<file path="src/rtl/cpu_pipe_pkg.sv">
// Shared definitions for CPU pipeline-stage registers.
// The skid-buffer occupancy encoding is shared by every stage that uses one.
package cpu_pipe_pkg;

  typedef enum logic [1:0] {
    EMPTY = 2'd0,
    BUSY  = 2'd1,
    FULL  = 2'd2
  } skid_state_e;

endpackage

</file>
<file path="src/rtl/pipe_stage_reg_if.sv">
// Valid/ready handshake bundle around one pipeline stage register.
// The master side is the producer/consumer environment; the slave side is the stage itself.
interface pipe_stage_reg_if #(
  parameter int WIDTH = 32
);

  logic             in_valid;
  logic             in_ready;
  logic [WIDTH-1:0] in_data;
  logic             out_valid;
  logic             out_ready;
  logic [WIDTH-1:0] out_data;

  modport master (
    output in_valid, in_data, out_ready,
    input  in_ready, out_valid, out_data
  );

  modport slave (
    input  in_valid, in_data, out_ready,
    output in_ready, out_valid, out_data
  );

endinterface

</file>
<file path="src/rtl/pipe_stage_reg.sv">
// Pipeline-stage register with valid/ready flow control and flush.
// SKID=0 is a single entry with combinational ready; SKID=1 adds a skid entry so in_ready is registered.
module pipe_stage_reg
  import cpu_pipe_pkg::*;
#(
  parameter int               WIDTH     = 32,
  parameter int               SKID      = 1,
  parameter logic [WIDTH-1:0] RESET_VAL = '0
) (
  input logic              clk,
  input logic              rst_n,
  input logic              flush,
  pipe_stage_reg_if.slave  bus
);

  if (SKID != 0) begin : gSkid
    skid_state_e      state_q, state_d;
    logic [WIDTH-1:0] main_q, main_d;
    logic [WIDTH-1:0] skid_q, skid_d;
    logic             inReady_q;
    logic             outValid_q;
    logic             xferIn;
    logic             xferOut;

    assign xferIn  = bus.in_valid && inReady_q;
    assign xferOut = outValid_q && bus.out_ready;

    // Flush wins over every handshake; data registers are left untouched so out_data keeps its value.
    always_comb begin
      state_d = state_q;
      main_d  = main_q;
      skid_d  = skid_q;
      if (flush) begin
        state_d = EMPTY;
      end else begin
        case (state_q)
          EMPTY: begin
            if (xferIn) begin
              state_d = BUSY;
              main_d  = bus.in_data;
            end
          end
          BUSY: begin
            if (xferIn && xferOut) begin
              main_d = bus.in_data;
            end else if (xferIn) begin
              state_d = FULL;
              skid_d  = bus.in_data;
            end else if (xferOut) begin
              state_d = EMPTY;
            end
          end
          FULL: begin
            if (xferOut) begin
              state_d = BUSY;
              main_d  = skid_q;
            end
          end
          default: state_d = EMPTY;
        endcase
      end
    end

    // Ready and valid are registered from the next state, breaking any out_ready -> in_ready path.
    always_ff @(posedge clk or negedge rst_n) begin
      if (!rst_n) begin
        state_q    <= EMPTY;
        main_q     <= RESET_VAL;
        skid_q     <= RESET_VAL;
        inReady_q  <= 1'b1;
        outValid_q <= 1'b0;
      end else begin
        state_q    <= state_d;
        main_q     <= main_d;
        skid_q     <= skid_d;
        inReady_q  <= (state_d != FULL);
        outValid_q <= (state_d != EMPTY);
      end
    end

    assign bus.in_ready  = inReady_q;
    assign bus.out_valid = outValid_q;
    assign bus.out_data  = main_q;

  end else begin : gPlain
    logic [WIDTH-1:0] main_q;
    logic             outValid_q;
    logic             inReady;
    logic             xferIn;
    logic             xferOut;

    assign inReady = !outValid_q || bus.out_ready;
    assign xferIn  = bus.in_valid && inReady;
    assign xferOut = outValid_q && bus.out_ready;

    // A flushed handshake still completes on the bus, but the word is never captured.
    always_ff @(posedge clk or negedge rst_n) begin
      if (!rst_n) begin
        main_q     <= RESET_VAL;
        outValid_q <= 1'b0;
      end else if (flush) begin
        outValid_q <= 1'b0;
      end else if (xferIn) begin
        main_q     <= bus.in_data;
        outValid_q <= 1'b1;
      end else if (xferOut) begin
        outValid_q <= 1'b0;
      end
    end

    assign bus.in_ready  = inReady;
    assign bus.out_valid = outValid_q;
    assign bus.out_data  = main_q;
  end

endmodule

</file>
<file path="src/flat_wrapper.sv">
// flat-port wrapper written by rule: the top's interface ports become plain ports
module pipe_stage_reg_flat import cpu_pipe_pkg::*;
#(
  parameter int               WIDTH     = 32,
  parameter int               SKID      = 1,
  parameter logic [WIDTH-1:0] RESET_VAL = '0
)
  (clk, rst_n, flush, bus_in_valid, bus_in_data, bus_out_ready, bus_in_ready, bus_out_valid, bus_out_data);
  pipe_stage_reg_if #(.WIDTH(WIDTH)) bus_i ();
  input logic clk;
  input logic rst_n;
  input logic flush;
  input wire logic [$bits(bus_i.in_valid)-1:0] bus_in_valid;
  input wire logic [$bits(bus_i.in_data)-1:0] bus_in_data;
  input wire logic [$bits(bus_i.out_ready)-1:0] bus_out_ready;
  output wire logic [$bits(bus_i.in_ready)-1:0] bus_in_ready;
  output wire logic [$bits(bus_i.out_valid)-1:0] bus_out_valid;
  output wire logic [$bits(bus_i.out_data)-1:0] bus_out_data;
  assign bus_i.in_valid = bus_in_valid;
  assign bus_i.in_data = bus_in_data;
  assign bus_i.out_ready = bus_out_ready;
  assign bus_in_ready = bus_i.in_ready;
  assign bus_out_valid = bus_i.out_valid;
  assign bus_out_data = bus_i.out_data;
  pipe_stage_reg #(.WIDTH(WIDTH), .SKID(SKID), .RESET_VAL(RESET_VAL)) u_core (.clk(clk), .rst_n(rst_n), .flush(flush), .bus(bus_i));
endmodule
</file>
<file path="config.mk">
export PLATFORM = sky130hd
export DESIGN_NAME = pipe_stage_reg_flat
export DESIGN_NICKNAME = d
export VERILOG_FILES = /design/src/rtl/cpu_pipe_pkg.sv /design/src/rtl/pipe_stage_reg_if.sv /design/src/rtl/pipe_stage_reg.sv /design/src/flat_wrapper.sv
export SDC_FILE = /design/constraint.sdc
export NUM_CORES = 1
export LEC_CHECK = 0
export CORE_MARGIN = 2
export CORE_UTILIZATION = 50
export DETAILED_ROUTE_END_ITERATION = 6
export HOLD_SLACK_MARGIN = 0.02
export PLACE_DENSITY = 0.8
export SLEW_MARGIN = 25
export SYNTH_ARGS = -nofsm -noshare
export SYNTH_HDL_FRONTEND = slang
export SYNTH_SLANG_ARGS = --single-unit
export TNS_END_PERCENT = 5
</file>
<file path="constraint.sdc">
create_clock -name clk -period 3.5 [get_ports clk]
set_clock_uncertainty 0.15 [all_clocks]
set_input_delay 1.05 -clock clk [delete_from_list [all_inputs] [get_ports clk]]
set_output_delay 1.05 -clock clk [all_outputs]
set_load 0.005 [all_outputs]
</file>
Word level (Yosys, flattened, before mapping)
Index checks and enable logic that the tools add are counted.

Output and inout bits: 34. Input bits: 37. Logic and storage cells: 32. Flip-flop bits (word level): 68.

Reductions and logical operators: 8. Equality and inequality tests: 6. Bitwise gates (word level): 2. Multiplexer cells: 11.

Operators with widths (number): $mux 32 (3); $pmux 32 s3 (1); $mux 2 (6); $ne 2x1->1 const B (3); $pmux 2 s3 (1); $reduce_and 5->1 (1); $reduce_and 4->1 (1); $logic_and 1x1->1 (3); $reduce_bool 3->1 (1); $eq 2x1->1 const B (1); $eq 2x2->1 const B (1); $logic_not 2->1 (1); $ne 2x2->1 const B (1); $not 1->1 (2); $reduce_bool 2->1 (1).

Logic depth before layout (Yosys ltp)
Gate-level depths: netlist (run 1).

Word-level depth: 7. Depth in mapped cells: 5. Mapped depth without buffers: 3.

Least setup slack after synthesis (run 1)
Ideal clock, no wire load.

Path kind: in2reg. Start point: input port bus_in_valid. End point: register u_core.gSkid.main_q[10] (netlist: u_core.bus.out_data[10]). Library setup time: 125 ps. Data required time: 3225 ps. Cell stages on the path: 4. Setup slack: 1201 ps. Path buffers: 1. Data arrival time: 2024 ps. Path through: nand3b_4 -> a221oi_4 -> buf_6 -> mux2_4.

Word-level cells in the longest chain between the ends: 4. Elaborated cells between the ends (all ways): 5. Those cells by class: 2 x eq/ne; 3 x reduce/logical.

Ends and longest elaborated chain: start: declaration (RTL line flat_wrapper.sv:13) `input wire logic [$bits(bus_i.in_valid)-1:0] bus_in_valid;`; $logic_and 1x1->1 * (RTL line pipe_stage_reg.sv:25) `assign xferIn = bus.in_valid && inReady_q;`; $logic_and 1x1->1 (RTL line pipe_stage_reg.sv:44) `if (xferIn && xferOut) begin`; $ne 2x1->1 (no source line); $reduce_and 5->1 (no source line) *; end signal: assignment (RTL line pipe_stage_reg.sv:74) `main_q <= main_d;`; end: declaration (RTL line pipe_stage_reg.sv:18) `logic [WIDTH-1:0] main_q, main_d;`.

Every way passes the cells marked *; elsewhere a longest branch is shown, timed or not. A chain may end at the register's enable or synchronous reset.

Worst setup path after layout (run 1)
Start point: input port bus_in_valid. End point: register u_core.gSkid.main_q[26] (netlist: u_core.bus.out_data[26]).

The elaborated chain is that of the path after synthesis.

==> results.md, run 1 <==
- Clock Latency Late Sink: 330 ps
- RSZ-0062 raised after global routing: no
- Routability cong.: 0.793
- Place WS: 400 ps
- Internal cell power: 1.89 mW
- Mapped Area: 3050 um2
- GRT Total Usage: 18.5%
- Min Clock Period, post-route: approximately 2700 ps
- Synth cell types: 23
- Syn Nets: 231
- Post-CTS Hold Buffers: 0
- Syn. warnings: 0
- Sink Count: 68
- Maxcap violations: 0
- Ratio of final minimum period to clock period: 78.5%
- WS Path Type: input pin to flip-flop
- Commonest non-fill, non-tap cell in the layout: mux2_2
- Measured slew at the worst slew-check pin: 602 ps
- Fin. max-slew vios: 0
- Core area: 5920 um2
- Fmax: 0.364 GHz
- DIE WIDTH: between 80 and 90 um
- Leakage: 1.70 nW
- Htree depth: 3
- Relative slew slack: 59.9%
- Nets@finish: just over 300
- Vias/cell: about 5.3
- Drt first pass iters: 2
- CP endpoint: u_core.bus.out_data[26]
- Setup crit end kind: flip-flop
- DRC errors left: 0
- FF+latch count, synth: just under 70
- Seq. cell area: 1700 um2
- Switching share of power: 25.0%
- Hold WC Path Type: flip-flop to flip-flop
- Clock Path Buffers: 2
- Final Util: 68.1%
- Die area: 6730 um2
- Reg2reg setup slack: between 1000 and 1500 ps
- Finish-stage setup viols: 0
- Final Hold Viols: 0
- R2R Path End: u_core.bus.out_data[26]
- Critical Path Start: bus_in_valid
- Status: complete, no violations
- FP Rows: 28
- Worst R2R Start: u_core.gSkid.state_q[0]
- Ant. Diodes: 0
- CP Max Fanout: 28
- Die Y: 82.0 um
- Area growth, synth to finish: 32.5%
- Pwr dens: 626 nW/um2
- Multi-input logic area: about 1300 um2
- CP max stage delay: about 570 ps
- WP data required: 3560 ps
- CP Cell Sequence: clkdlybuf4s50_1 > nand3b_4 > a221oi_4 > buf_12 > mux2_2
- # fillers: roughly 440
- PostCTS Resize Cnt: 0
- Most frequent cells in the layout: mux2_2 (81), clkdlybuf4s50_1 (69), dfrtp_1 (67), clkbuf_8 (12), mux2_4 (10)
- Setup_tns: 0 ps
- Largest net degree at the start of global routing: 32
- Initial antenna violation count: 0
- Worst Reg-to-Reg Cells: 4
- Cts bufs inserted: 9
- Final WS setup: roughly 750 ps
- Reg clk slew, reported paths: 70 ps
- Sequential share of the synthesized area: 55.9%
- Number of global-route vias before repair: slightly below 2,000
- First-pass GRT wire length: 9210 um
- Synth Instances: 194
- Grt total ovfl: 0
- Clock root buffer: clkbuf_8
- Starting DRC count in detailed routing: 65
- Post-Route WL: roughly 6000 um
- Logic gate share of total power: 28.6%
- Worst setup SP type: input pin
- Initial Util: 51.4%
- Peak VDD IR: 0.395 mV
- Input/output buffers: 70
- Layout Cells excl Fill: 351
- CTS tree: yes
- Wire length per cell after detailed routing: about 17 um
- Sw power: 0.631 mW
- DP Cell Count: ~340
- Crit path DAT: 2810 ps
- Sequential power share: 47.9%
- # IOs: 71
- Share of layout cells above drive strength 1: 42.8%
- Vias: 1,856
- Mean Syn Cell Area: 15.7 um2
- Total design power: roughly 2.5 mW
- Clk pwr share: 23.5%
- Final HPWL DP: 3980 um
- Antenna Nets Post-Route: 0
- Crit-path slowest cell: clkdlybuf4s50_1
- Post-CTS Setup Bufs: 0
## cell usage after synthesis
cell | number | area [um2]
mux2_2 | 81 | 912
dfrtp_1 | 67 | 1680
mux2_4 | 10 | 150
buf_2 | 6 | 30.0
mux2_1 | 5 | 56.3
a21oi_1 | 4 | 20.0
buf_6 | 3 | 33.8
nand2_1 | 3 | 11.3
a211o_1 | 1 | 8.76
a21boi_0 | 1 | 7.51
a221oi_4 | 1 | 26.3
a32oi_1 | 1 | 8.76
and2_1 | 1 | 6.26
and4b_1 | 1 | 10.0
clkbuf_1 | 1 | 3.75
dfstp_2 | 1 | 26.3
inv_1 | 1 | 3.75
nand2b_2 | 1 | 8.76
nand3b_4 | 1 | 20.0
nor2b_1 | 1 | 6.26
o21ai_0 | 1 | 5.00
o21bai_1 | 1 | 7.51
or2_1 | 1 | 6.26
## worst min-delay path by stage
stage                       startpoint                 endpoint  slack (ps)  cells past startpoint
2_1_floorplan  u_core.gSkid.skid_q[31]  u_core.gSkid.skid_q[31]         320                      1
3_3_place_gp   u_core.gSkid.skid_q[10]  u_core.gSkid.skid_q[10]         330                      1
3_5_place_dp   u_core.gSkid.skid_q[15]  u_core.gSkid.skid_q[15]         340                      1
4_1_cts        u_core.gSkid.skid_q[15]  u_core.gSkid.skid_q[15]         360                      1
5_1_grt        u_core.gSkid.skid_q[26]  u_core.gSkid.skid_q[26]         370                      1
6_report       u_core.gSkid.skid_q[22]  u_core.gSkid.skid_q[22]         350                      1
## logic make-up after synthesis
kind of cell | count (synthesis) | synth area share, %
muxes | 96 | 36.7
DFF | 68 | 55.9
buffers and inverters | 11 | 2.34
AOI/OAI and AO/OA | 10 | 2.75
and+or+nand+nor | 9 | 2.26
## critical path: cells and delay by family
family	cells	cell delay (ps)
buffers and inverters	2	840
AOI/OAI and AO/OA	1	440
muxes	1	360
and+or+nand+nor	1	110
## power groups by stage
stage	registers [mW]	logic [mW]	clock network [mW]
finish	1.21	0.722	0.594
global route	1.24	0.781	0.649
CTS	1.21	0.735	0.611
detailed placement	1.22	0.732	0
global placement	1.20	0.706	0
floorplan	1.19	0.354	0
## stage by stage
step / hold slack, ps / cell area, um2
floorplan: 324 / 3050
global placement: 330 / 3840
detailed placement: 338 / 3840
CTS: 355 / 4030
global route: 369 / 4030
finish: 353 / 4030
## layout make-up
cell class,instances,area share (%)
Clock buffer,13,4.19
Sequential cell,68,42.2
Clock inverter,3,0.496
Timing Repair Buffer,76,19.0
Tap cell,75,2.33
Multi-Input combinational cell,115,31.7
Inverter,1,0.0931
## layer usage
| layer | GRT usage, % | up-vias | share of wire, % |
|---|---|---|---|
| met5 | 0 | - | 0 |
| met4 | 7.00 | 0 | 0.89 |
| met3 | 4.73 | 5 | 4.1 |
| met2 | 31.3 | 40 | 52 |
| met1 | 22.7 | 955 | 43 |
| li1 | - | 856 | - |
## registers in the layout, summed over array words and instances (netlist names)
| register | count |
|---|---|
| u_core.bus.in_ready | 1 |
| u_core.bus.out_valid | 1 |
| u_core.bus.out_data | 32 |
| u_core.gSkid.state_q | 2 |
| u_core.gSkid.skid_q | 32 |
Note: power is estimated with default switching activity, not from simulation.
==> inputs of run 2 (changes only) <==
clock period = 2.75 ns   (was 3.5 ns; I/O delays follow)
==> run 2 against run 1 <==
Compared with the run above:
- cell count grew 0.28%
- first-iteration DRC count grew 45%
- sequential share of layout area shrank 0.63 points
- register-to-register slack lost 740 ps
- sequential power grew 26%
- non-clock buffer count grew 1
- combinational power grew 27%
- flip-flop and latch count is the same
- critical path type is now flip-flop to output port
- critical endpoint is now bus_in_ready
- highest routed layer unchanged
==> results.md, run 2 (synthesis results as in run 1) <==
- Status: complete, no violations (unchanged)
- Clock Latency Late Sink: 330 ps (about the same)
- Wire length per cell after detailed routing: 15.5 um (was 16.6 um)
- Largest net degree at the start of global routing: 33 (was 32)
- Ant. Diodes: 0 (unchanged)
- Core area: 5920 um2 (unchanged)
- Most frequent cells in the layout: mux2_2 (81), clkdlybuf4s50_1 (69), dfrtp_1 (67), mux2_4 (10), clkbuf_8 (10) (was mux2_2 (81), clkdlybuf4s50_1 (69), dfrtp_1 (67), clkbuf_8 (12), mux2_4 (10))
- Initial antenna violation count: 0 (unchanged)
- Post-CTS Hold Buffers: 0 (unchanged)
- Cell family with most CP delay: flip-flops (was buffers and inverters)
- PostCTS Resize Cnt: 0 (unchanged)
- Leakage: 1.73 nW (was 1.70 nW)
- Fmax: 0.414 GHz
- WP data required: 1780 ps (was 3560 ps)
- CTS tree: yes (unchanged)
- Starting DRC count in detailed routing: 94 (was 65)
- Cts bufs inserted: 9 (unchanged)
- Hold_ws: 304 ps (was 353 ps)
- CP bufs+invs: 1 (was 2)
- Final Hold Viols: 0 (unchanged)
- CP max stage delay: 590 ps (was 570 ps)
- Multi-input logic area: 1280 um2 (unchanged)
- CP Cell Sequence: clkdlybuf4s50_1 (was clkdlybuf4s50_1 > nand3b_4 > a221oi_4 > buf_12 > mux2_2)
- CP Max Fanout: 6 (was 28)
- Post-Route WL: 5450 um (was 5830 um)
- Ratio of final minimum period to clock period: between 80% and 90%
- Sink Count: 68 (unchanged)
- Clock Path Buffers: 2 (unchanged)
- # IOs: 71 (unchanged)
- Vias/cell: 5.16 (was 5.29)
- Initial Util: 51.4% (unchanged)
- Antenna Nets Post-Route: 0 (unchanged)
- Nets@finish: 309 (was 308)
- FP Rows: 28 (unchanged)
- Measured slew at the worst slew-check pin: 518 ps (was 602 ps)
- Pwr dens: 814 nW/um2 (was 626 nW/um2)
- Reg clk slew, reported paths: 70 ps (about the same)
- Htree depth: 3 (unchanged)
- Clock root buffer: clkbuf_8 (unchanged)
- Fin. max-slew vios: 0 (unchanged)
- GRT Total Usage: 18.3% (was 18.5%)
- Die area: 6730 um2 (unchanged)
- Maxcap violations: 0 (unchanged)
- Worst setup SP type: flip-flop (was input pin)
- Post-CTS Setup Bufs: 0 (unchanged)
- RSZ-0062 raised after global routing: no (unchanged)
- Seq. cell area: 1700 um2 (unchanged)
- Final HPWL DP: 3800 um (was 3980 um)
- First-pass GRT wire length: 8980 um (was 9210 um)
- Setup crit end kind: output port (was flip-flop)
- Drt first pass iters: 4 (was 2)
- Vias: 1,818 (was 1,856)
- Crit-path slowest cell: dfstp_2 (was clkdlybuf4s50_1)
- # fillers: 436 (was 441)
- Share of layout cells above drive strength 1: 42.6% (was 42.8%)
- WS Path Type: flip-flop to output port (was input pin to flip-flop)
- Commonest non-fill, non-tap cell in the layout: mux2_2 (unchanged)
- Crit path DAT: 1440 ps (was 2810 ps)
- Area growth, synth to finish: 34.5% (was 32.5%)
- Peak VDD IR: 0.489 mV (was 0.395 mV)
- Routability cong.: 0.823 (was 0.793)
- Min Clock Period, post-route: 2420 ps
- DIE WIDTH: 82.0 um (unchanged)
- Die Y: 82.0 um (unchanged)
- Relative slew slack: 65.4% (was 59.9%)
- Setup_tns: 0 ps (unchanged)
- Input/output buffers: 70 (unchanged)
- Finish-stage setup viols: 0 (unchanged)
- Grt total ovfl: 0 (unchanged)
- Hold WC Path Type: input pin to asynchronous set/reset pin (was flip-flop to flip-flop)
- DRC errors left: 0 (unchanged)
- Number of global-route vias before repair: 1,885 (was 1,946)
-- run 2: power breakdown --
part | internal, mW | switching (mW)
combinational | 0.664 | 0.250
clock | 0.535 | 0.356
sequential | 1.35 | 0.179
total | 2.55 | 0.785
-- run 2: worst paths after layout --
kind,depth (start not counted),slack [ps],start,end
max in group asynchronous,2,1540,rst_n,u_core.bus.out_data[13]
worst min register to register,1,360,u_core.gSkid.skid_q[14],u_core.gSkid.skid_q[14]
worst max-delay path,1,330,u_core.bus.in_ready,bus_in_ready
min in group clk,1,360,u_core.gSkid.skid_q[14],u_core.gSkid.skid_q[14]
worst min-delay path,1,300,rst_n,u_core.gSkid.skid_q[22]
worst max register to register,4,660,u_core.gSkid.state_q[1],u_core.bus.out_data[4]
-- run 2: through the flow --
step / total power, mW / instance area (um2) / std cells / utilization (%) / worst slack [ps]
floorplan: 1.97 / 3050 / 194 / - / 676
global placement: 2.43 / 3880 / 336 / 65.5 / 82.8
detailed placement: 2.48 / 3880 / 336 / 65.5 / 43.6
CTS: 3.37 / 4100 / 352 / 69.2 / 314
global route: 3.54 / 4100 / 352 / 69.2 / 265
finish: 3.33 / 4100 / 352 / 69.2 / 335
-- run 2: routing by layer --
layer	wire length, um	vias up	track usage [%]	share of wire (%)
met2	2680	44	28.5	49
li1	-	857	-	-
met1	2460	912	23.5	45
met4	43	0	6.67	0.79
met5	0	-	0	0
met3	265	5	6.59	4.9
-- run 2: layout make-up --
type	count	share of cell area [%]
Clock buffer	12	3.54
Clock inverter	4	1.77
Inverter	1	0.0917
Multi-Input combinational cell	115	31.2
Sequential cell	68	41.6
Tap cell	75	2.29
Timing Repair Buffer	77	19.5
==> inputs of run 3 (changes only) <==
ABC_CLOCK_PERIOD_IN_PS = 2750   (was default)
GPL_TIMING_DRIVEN = 0   (was default)
==> run 3 against run 2 <==
Compared with the run above:
- first-iteration DRC count decreased by 51%
- die area did not move
- global-route usage is 0.57 points higher
- cell count increased by 0.57%
- setup slack got worse by 92 ps
- sequential share of layout area is 0.49 points higher
- critical path depth is 4 higher
- non-clock buffer count increased by 4
- clock power decreased by 9.4%
- power decreased by 2.8%
- critical endpoint is now u_core.bus.out_data[9]
- largest cell class unchanged
==> results.md, run 3 (synthesis results as in run 1) <==
- Status: complete, no violations (unchanged)
- CP Max Fanout: 10 (was 6)
- Peak VDD IR: 0.513 mV (was 0.489 mV)
- Clock Latency Late Sink: 340 ps (was 330 ps)
- PostCTS Resize Cnt: 0 (unchanged)
- Antenna Nets Post-Route: 0 (unchanged)
- DP Cell Count: 340 (was 336)
- Drt first pass iters: 4 (unchanged)
- Seq. cell area: 1700 um2 (unchanged)
- Post-Route WL: 5610 um (was 5450 um)
- Met3 Use GR: 7.14% (was 6.59%)
- Die Y: 82.0 um (unchanged)
- Setup crit end kind: flip-flop (was output port)
- Htree depth: 3 (unchanged)
- Commonest non-fill, non-tap cell in the layout: mux2_2 (unchanged)
- Fin. max-slew vios: 0 (unchanged)
- Hold WC Path Type: input pin to asynchronous set/reset pin (unchanged)
- Crit path DAT: 2580 ps (was 1440 ps)
- Layout Cells excl Fill: 354 (was 352)
- Ant. Diodes: 0 (unchanged)
- Multi-input logic area: 1270 um2 (was 1280 um2)
- Wire length per cell after detailed routing: 15.8 um (was 15.5 um)
- Share of layout cells above drive strength 1: 42.7% (was 42.6%)
- Hold_ws: 306 ps (was 304 ps)
- Setup_tns: 0 ps (unchanged)
- Pwr dens: 801 nW/um2 (was 814 nW/um2)
- Final HPWL DP: 3930 um (was 3800 um)
- Largest net degree at the start of global routing: 39 (was 33)
- Nets@finish: 313 (was 309)
- WP data required: 2820 ps (was 1780 ps)
- Clock root buffer: clkbuf_8 (unchanged)
- Initial Util: 51.4% (unchanged)
- Met2 GRT Util: 30.3% (was 28.5%)
- WS Path Type: input pin to flip-flop (was flip-flop to output port)
- Finish-stage setup viols: 0 (unchanged)
- # fillers: 432 (was 436)
- FP Rows: 28 (unchanged)
- Grt total ovfl: 0 (unchanged)
- R2R Path End: u_core.bus.out_data[17] (was u_core.bus.out_data[4])
- Reg2reg setup slack: 680 ps (was 660 ps)
- First-pass GRT wire length: 9310 um (was 8980 um)
- Worst R2R Start: u_core.gSkid.state_q[1] (unchanged)
- Maxcap violations: 0 (unchanged)
- # IOs: 71 (unchanged)
- Ratio of final minimum period to clock period: 91.2% (was 87.8%)
- Min Clock Period, post-route: 2510 ps (was 2420 ps)
- Worst Reg-to-Reg Cells: 5 (was 4)
- Clock Path Buffers: 2 (unchanged)
- Measured slew at the worst slew-check pin: 500 ps (was 518 ps)
- Leakage: 1.72 nW (was 1.73 nW)
- Fmax: 0.399 GHz (was 0.414 GHz)
- Cts bufs inserted: 9 (unchanged)
- Post-CTS Setup Bufs: 0 (unchanged)
- Most frequent cells in the layout: mux2_2 (81), clkdlybuf4s50_1 (69), dfrtp_1 (67), clkbuf_8 (11), mux2_4 (10) (was mux2_2 (81), clkdlybuf4s50_1 (69), dfrtp_1 (67), mux2_4 (10), clkbuf_8 (10))
- Routability cong.: 0.795 (was 0.823)
- Post-CTS Hold Buffers: 0 (unchanged)
- CTS tree: yes (unchanged)
- Die area: 6730 um2 (unchanged)
- RSZ-0062 raised after global routing: no (unchanged)
- Core area: 5920 um2 (unchanged)
- Final Hold Viols: 0 (unchanged)
- Global route hottest layer: met2 (unchanged)
- Vias: 1,830 (was 1,818)
- Reg clk slew, reported paths: 70 ps (about the same)
- Input/output buffers: 70 (unchanged)
- Sink Count: 68 (unchanged)
- GRT Total Usage: 18.8% (was 18.3%)
- Area growth, synth to finish: 32.9% (was 34.5%)
- Relative slew slack: 66.7% (was 65.4%)
- Number of global-route vias before repair: 1,984 (was 1,885)
- Starting DRC count in detailed routing: 46 (was 94)
- DRC errors left: 0 (unchanged)
- DIE WIDTH: 82.0 um (unchanged)
- Met1 Use GR: 23.3% (was 23.5%)
- Worst setup SP type: input pin (was flip-flop)
- Vias/cell: 5.17 (was 5.16)
- Initial antenna violation count: 0 (unchanged)
==> run 3: changes by cell type in the layout (fill, tap and decap cells not counted), sizes merged <==
| cell | change |
|---|---|
| buf | +3 |
| bufinv | -1 |
| clkbuf | +1 |
| clkinvlp | -1 |
==> run 3: metrics by stage <==
stage	instance area [um2]	worst slack [ps]	util [%]	total power, mW
after detailed placement	3860	-124	65.2	2.47
after global routing	4050	196	68.4	3.45
final	4050	242	68.4	3.24
after CTS	4050	239	68.4	3.28
after global placement	3840	-1630	64.9	2.42
after floorplan	3050	676	-	1.97
==> run 3: where the power goes <==
| group | internal [mW] | switching (mW) | total [mW] |
|---|---|---|---|
| clock | 0.457 | 0.350 | 0.807 |
| sequential | 1.35 | 0.171 | 1.52 |
| combinational | 0.662 | 0.251 | 0.913 |
| total | 2.47 | 0.771 | 3.24 |
==> run 3: critical path, stage by stage <==
cell	delay (ps)
clkdlybuf4s50_1	600
nand3b_4	110
a221oi_4	470
buf_6	250
mux2_4	310
==> run 3: cell type report <==
class	count	area share [%]
plain buffers	10	1.67
clock buffers	12	3.83
multi-input cells	115	31.4
flip-flops and latches	68	42.1
well taps	75	2.32
inverters	1	0.0927
repair buffers	71	17.7
clock inverters	2	0.866
==> run 3: worst max path at each step <==
stage | depth (start not counted) | start | to | slack, ps
2_1_floorplan | 4 | bus_in_valid | u_core.bus.out_data[10] | 680
3_3_place_gp | 1 | rst_n | u_core.gSkid.skid_q[1] | -1630
3_5_place_dp | 5 | bus_in_valid | u_core.bus.out_data[9] | -120
4_1_cts | 5 | bus_in_valid | u_core.bus.out_data[9] | 240
5_1_grt | 5 | bus_in_valid | u_core.bus.out_data[19] | 200
6_report | 5 | bus_in_valid | u_core.bus.out_data[9] | 240
==> run 3: routing by layer <==
metal,share of wire (%),up-vias
met5,0,-
met4,1.2,0
met3,5.1,6
met2,48,45
met1,46,912
li1,-,867
